--- src/rtl/sa_ram_fifo_ctrl_64x129.sv ---
// Valid/ready FIFO controller for one sa_ram_rwsp_64x129 macro.
// The macro's two-cycle read (address register, output register) is hidden behind
// a small credit-managed output skid buffer.
module sa_ram_fifo_ctrl_64x129 #(
    parameter int unsigned DW   = 129,
    parameter int unsigned AW   = 6,
    parameter int unsigned SKID = 3
) (
    input  logic          clk,
    input  logic          reset,
    input  logic          in_valid,
    output logic          in_ready,
    input  logic [DW-1:0] in_data,
    output logic          out_valid,
    input  logic          out_ready,
    output logic [DW-1:0] out_data,
    output logic [AW:0]   count,
    output logic [AW-1:0] ram_wa,
    output logic          ram_we,
    output logic [DW-1:0] ram_di,
    output logic [AW-1:0] ram_ra,
    output logic          ram_re,
    output logic          ram_ore,
    input  logic [DW-1:0] ram_dout,
    output logic [31:0]   ram_pd
);

    localparam int unsigned Depth = 2 ** AW;
    localparam int unsigned SW    = $clog2(SKID + 1);  // skid occupancy width
    localparam int unsigned PW    = $clog2(SKID);      // skid pointer width
    localparam int unsigned CW    = SW + 1;            // credit width, holds 0..SKID+1

    logic [AW-1:0] wp_q, wp_d;
    logic [AW-1:0] rp_q, rp_d;
    logic [AW:0]   ram_cnt_q, ram_cnt_d;
    logic          s1_q, s1_d;
    logic          s2_q, s2_d;
    logic [SW-1:0] skid_cnt_q, skid_cnt_d;
    logic [PW-1:0] skid_hd_q, skid_hd_d;
    logic [PW-1:0] skid_tl_q, skid_tl_d;
    logic [AW:0]   count_q, count_d;
    logic [DW-1:0] skid_mem_q [SKID];

    logic          push;
    logic          pop;
    logic          issue;
    logic          skid_wr;
    logic [CW-1:0] credit;

    function automatic logic [PW-1:0] ptr_inc(input logic [PW-1:0] p);
        return (p == PW'(SKID - 1)) ? '0 : p + 1'b1;
    endfunction

    // Handshakes, read-issue credit and RAM control outputs.
    always_comb begin
        in_ready  = !reset && (ram_cnt_q != (AW+1)'(Depth));
        push      = in_valid && in_ready;
        out_valid = !reset && (skid_cnt_q != '0);
        pop       = out_valid && out_ready;
        // Skid slots not yet spoken for; a pop this cycle frees one immediately.
        credit    = CW'(SKID) + CW'(pop) - CW'(skid_cnt_q) - CW'(s1_q) - CW'(s2_q);
        issue     = !reset && (ram_cnt_q != '0) && (credit != '0);
        // Gated by reset so a read in flight at reset never lands in the skid.
        skid_wr   = !reset && s2_q;

        ram_we    = push;
        ram_wa    = wp_q;
        ram_di    = in_data;
        ram_re    = issue;
        ram_ra    = rp_q;
        ram_ore   = !reset && s1_q;
        ram_pd    = '0;
        out_data  = skid_mem_q[skid_hd_q];
        count     = count_q;
    end

    // Next-state for pointers, counters and the read pipeline flags.
    always_comb begin
        wp_d       = push ? wp_q + 1'b1 : wp_q;
        rp_d       = issue ? rp_q + 1'b1 : rp_q;
        ram_cnt_d  = ram_cnt_q + (AW+1)'(push) - (AW+1)'(issue);
        s1_d       = issue;
        s2_d       = s1_q;
        skid_cnt_d = skid_cnt_q + SW'(skid_wr) - SW'(pop);
        skid_hd_d  = pop ? ptr_inc(skid_hd_q) : skid_hd_q;
        skid_tl_d  = skid_wr ? ptr_inc(skid_tl_q) : skid_tl_q;
        count_d    = ram_cnt_d + (AW+1)'(s1_d) + (AW+1)'(s2_d) + (AW+1)'(skid_cnt_d);
    end

    // Control state register; reset flushes everything except RAM and skid data.
    always_ff @(posedge clk) begin
        if (reset) begin
            wp_q       <= '0;
            rp_q       <= '0;
            ram_cnt_q  <= '0;
            s1_q       <= 1'b0;
            s2_q       <= 1'b0;
            skid_cnt_q <= '0;
            skid_hd_q  <= '0;
            skid_tl_q  <= '0;
            count_q    <= '0;
        end else begin
            wp_q       <= wp_d;
            rp_q       <= rp_d;
            ram_cnt_q  <= ram_cnt_d;
            s1_q       <= s1_d;
            s2_q       <= s2_d;
            skid_cnt_q <= skid_cnt_d;
            skid_hd_q  <= skid_hd_d;
            skid_tl_q  <= skid_tl_d;
            count_q    <= count_d;
        end
    end

    // Skid data storage; no reset needed, occupancy qualifies it.
    always_ff @(posedge clk) begin
        if (skid_wr) begin
            skid_mem_q[skid_tl_q] <= ram_dout;
        end
    end

    // The credit rule must keep the skid from ever overflowing.
    always_ff @(posedge clk) begin
        if (!reset) begin
            assert (!(skid_wr && !pop && (skid_cnt_q == SW'(SKID))));
        end
    end

endmodule
--- config.mk ---
export PLATFORM = sky130hd
export DESIGN_NAME = sa_ram_fifo_ctrl_64x129
export DESIGN_NICKNAME = d
export VERILOG_FILES = /design/src/rtl/sa_ram_fifo_ctrl_64x129.sv
export SDC_FILE = /design/constraint.sdc
export NUM_CORES = 1
export LEC_CHECK = 0
export ABC_CLOCK_PERIOD_IN_PS = 19100
export BUFFER_PORTS_ARGS = -buffer_cell sky130_fd_sc_hd__buf_2
export CAP_MARGIN = 30
export CORE_ASPECT_RATIO = 0.9
export CORE_MARGIN = 3
export CORE_UTILIZATION = 30
export CTS_BUF_LIST = sky130_fd_sc_hd__clkbuf_2
export DETAILED_ROUTE_END_ITERATION = 8
export PLACE_DENSITY = 0.57
export RECOVER_POWER = 25
export SYNTH_ARGS = -nofsm -noshare
export SYNTH_HDL_FRONTEND = slang
export SYNTH_SLANG_ARGS = --single-unit
--- constraint.sdc ---
create_clock -name clk -period 19.1 [get_ports clk]
set_clock_uncertainty 0.15 [all_clocks]
set_input_delay 2.865 -clock clk [delete_from_list [all_inputs] [get_ports clk]]
set_output_delay 2.865 -clock clk [all_outputs]
set_load 0.005 [all_outputs]
==> flow_metrics.tcl <==
set metrics [dict create \
    worstMarginPinSlew_ps 965 \
    core-area_um2 57200 \
    antenna_found_initial 15 \
    cp.arrival_ps 4820 \
    core.rowCount 83 \
    tns_ps 0 \
    swShare_pct 30.1 \
    synth-seq-cells 423 \
    rsz0062_at_grt "no" \
    worstSetupStartpointType "primary input" \
    post_cts_buffers 0 \
    async_flop_share_pct 0 \
    cts_resized 0 \
    cp_slowest_cell "buf_2" \
    p_per_area_nw_per_um2 110 \
    max_cap_viol_count 0 \
    cts_max_level 3 \
    drv_slew 0 \
    drtIter0Drc 460 \
    yosysUniqueCellTypes 52 \
    vdd_drop_max_v 0.0000656 \
    via_per_inst 4.35 \
    p_comb_share_pct 20.8 \
    max_clock_freq_ghz 0.128 \
    hold_viol 0 \
    die_h_um 235 \
    cts-root-buf "clkbuf_2" \
    status "finished, final reports clean" \
    drc_errors 0 \
    grt_pass1_wl_um 64700 \
    synth-main-ff-cell "edfxtp_1" \
    min_period_ps 7840 \
    post_drt_wl_per_cell_um 20.0 \
    vias 9922 \
    critPathBufInv 3 \
    overflow 0 \
    syn_to_final_growth_pct 12.0 \
    critPathMaxStageDelay_ps 460 \
    placedCellCount 2085 \
    die_x_um 260 \
    cp_top_family "buffers and inverters" \
    place.gp.congestion 0.749 \
    worstSetupEndpointType "primary output" \
    start_util_pct 30.5 \
    dr.pass1.iters 4 \
    clk_latency_ps 1000 \
    final_util_pct 34.1 \
    hp-class "flip-flop to flip-flop" \
    cts_tree "built" \
    p_leak_uw 0.00668 \
    clock_path_buffers 3 \
    fill_cells 5638 \
    synth-edff-count 387 \
    drtAntennaViolNets 0 \
    setup_viol 0 \
    dieArea_um2 61100 \
    fin_cells 2281 \
    synth_top_area_cell "edfxtp_1" \
    synthesis.instances 1198 \
    synth_top_area_share_pct 66.7 \
    grt_pass1_vias 9952 \
    wirelength_um 45500 \
    worstSetupPathType "primary input to primary output" \
    max_slew_margin_pct 35.7 \
    finalCritPeriodShare_pct 41.0 \
    synth.avg_cell_area_um2 14.6 \
    crit_chain "buf_2 > o21ba_2 > and3b_4 > ha_1 > xor2_1 > nor2_1 > o21ai_2 > nand2_1 > inv_1 > buf_2" \
    crit_path_max_fanout 29 \
    clock_sinks 423 \
    synth_area_leaders "edfxtp_1, mux2i_1, buf_4" \
    worst-r2r-setup-slack_ps 14340 \
    path_common_cell "buf_2" \
    fin_ws_ps 11260 \
    pwr-share-seq_pct 51.3 \
    p_sw_uw 648 \
    ys_warn_count 0 \
    grt_util_all_layers_pct 14.4 \
    power_frac_clock_pct 27.9 \
    cts_hold_buf 0 \
    place_ws_ps 11220 \
    numCtsBuffers 109 \
    grt_max_degree 93 \
    port_buffers 285 \
    synth-seq-area-share_pct 70.8 \
    drive_above_1_share_pct 25.8 \
    internal-power_uw 1500 \
    place_hpwl_um 31200 \
    boundaryPins 576 \
    syn-cell-area_um2 17400 \
    crit_required_ps 16090 \
    nNetsFinal 1716 \
    clk_pin_slew_ps 90 \
]
[power by group through the flow]
stage          logic [uW]  registers (uW)  clock network, uW
6_report              448            1100                601
5_1_grt               505            1110                696
4_1_cts               462            1100                642
3_5_place_dp          460            1130                  0
3_3_place_gp          454            1120                  0
2_1_floorplan         328            1120                  0
[cell type report]
class	count	area [um2]	share of cell area, %
tap	765	957	4.90
timing repair buffer	300	1420	7.25
antenna	5	12.5	0.0641
inverter	24	90.1	0.461
clock buffer	159	796	4.07
sequential	423	12300	63.2
clock inverter	32	181	0.929
multi-input combinational	573	3730	19.1
[stage by stage]
step	hold slack [ps]	total power [uW]	area, um2
floorplan	303	1450	17600
global placement	316	1580	18700
finish	336	2150	19500
detailed placement	314	1590	18700
CTS	335	2210	19600
global route	375	2310	19500
[routing by layer]
layer  global-route usage (%)  vias to the layer above  wire length [um]
met1                     15.0                     4691             16300
met3                     7.47                      144              4810
met5                    0.635                        -                65
met4                     6.89                        6              1940
li1                         -                     4682                 -
met2                     23.9                      399             22400
[synth_stat cells (all sizes together) (2+ instances only)]
| cell type | number |
|---|---|
| xor2 | 7 |
| buf | 174 |
| nor3 | 3 |
| o311ai | 2 |
| and2 | 3 |
| nor3b | 3 |
| ha | 19 |
| edfxtp | 387 |
| nand4 | 6 |
| nor4 | 2 |
| o31ai | 2 |
| nand2 | 147 |
| dfxtp | 36 |
| nor2 | 22 |
| a22o | 2 |
| xnor2 | 7 |
| nand3 | 5 |
| or3 | 2 |
| mux2i | 133 |
| inv | 24 |
| a21oi | 8 |
| clkbuf | 35 |
| a21o | 2 |
| nor2b | 6 |
| nand2b | 2 |
| fa | 4 |
| o21ai | 139 |
[path summary, 6_finish.rpt]
check,endpoint,startpoint,cells after the start
min reg2reg,flip-flop,skid_hd_q[1],1
max,ram_re,reset,10
max reg2reg,count[4],s1_q,19
min,flip-flop,skid_hd_q[1],1
[cell families after synthesis]
| logic type | synth area share, % |
|---|---|
| DFF | 70.8 |
| muxes | 7.70 |
| buffers and inverters | 8.58 |
| adders and majority gates | 1.82 |
| other | 0.0215 |
| AOI/OAI and AO/OA | 5.22 |
| and+or+nand+nor | 5.09 |
| xor gates and xnor gates | 0.789 |
[placed cells by master (no fill, tap or decap), types with 24 or more instances in the layout]
master and instances:
edfxtp_1 387, buf_2 187, clkbuf_2 159, nand2_1 147, o21ai_0 136, mux2i_1 133, clkbuf_1 98, dfxtp_1 34
conb_1 32, inv_1 24
[state kept, by name, indices dropped and copies added, names as in the netlist, named ones only]
| register | cells |
|---|---|
| ram_wa | 6 |
| skid_mem_q | 387 |
| ram_ra | 6 |
| skid_cnt_q | 2 |
| s2_q | 1 |
| s1_q | 1 |
| count | 7 |
| ram_cnt_q | 7 |
| skid_hd_q | 2 |
| skid_tl_q | 2 |
Power figures use the tool's default switching activity.
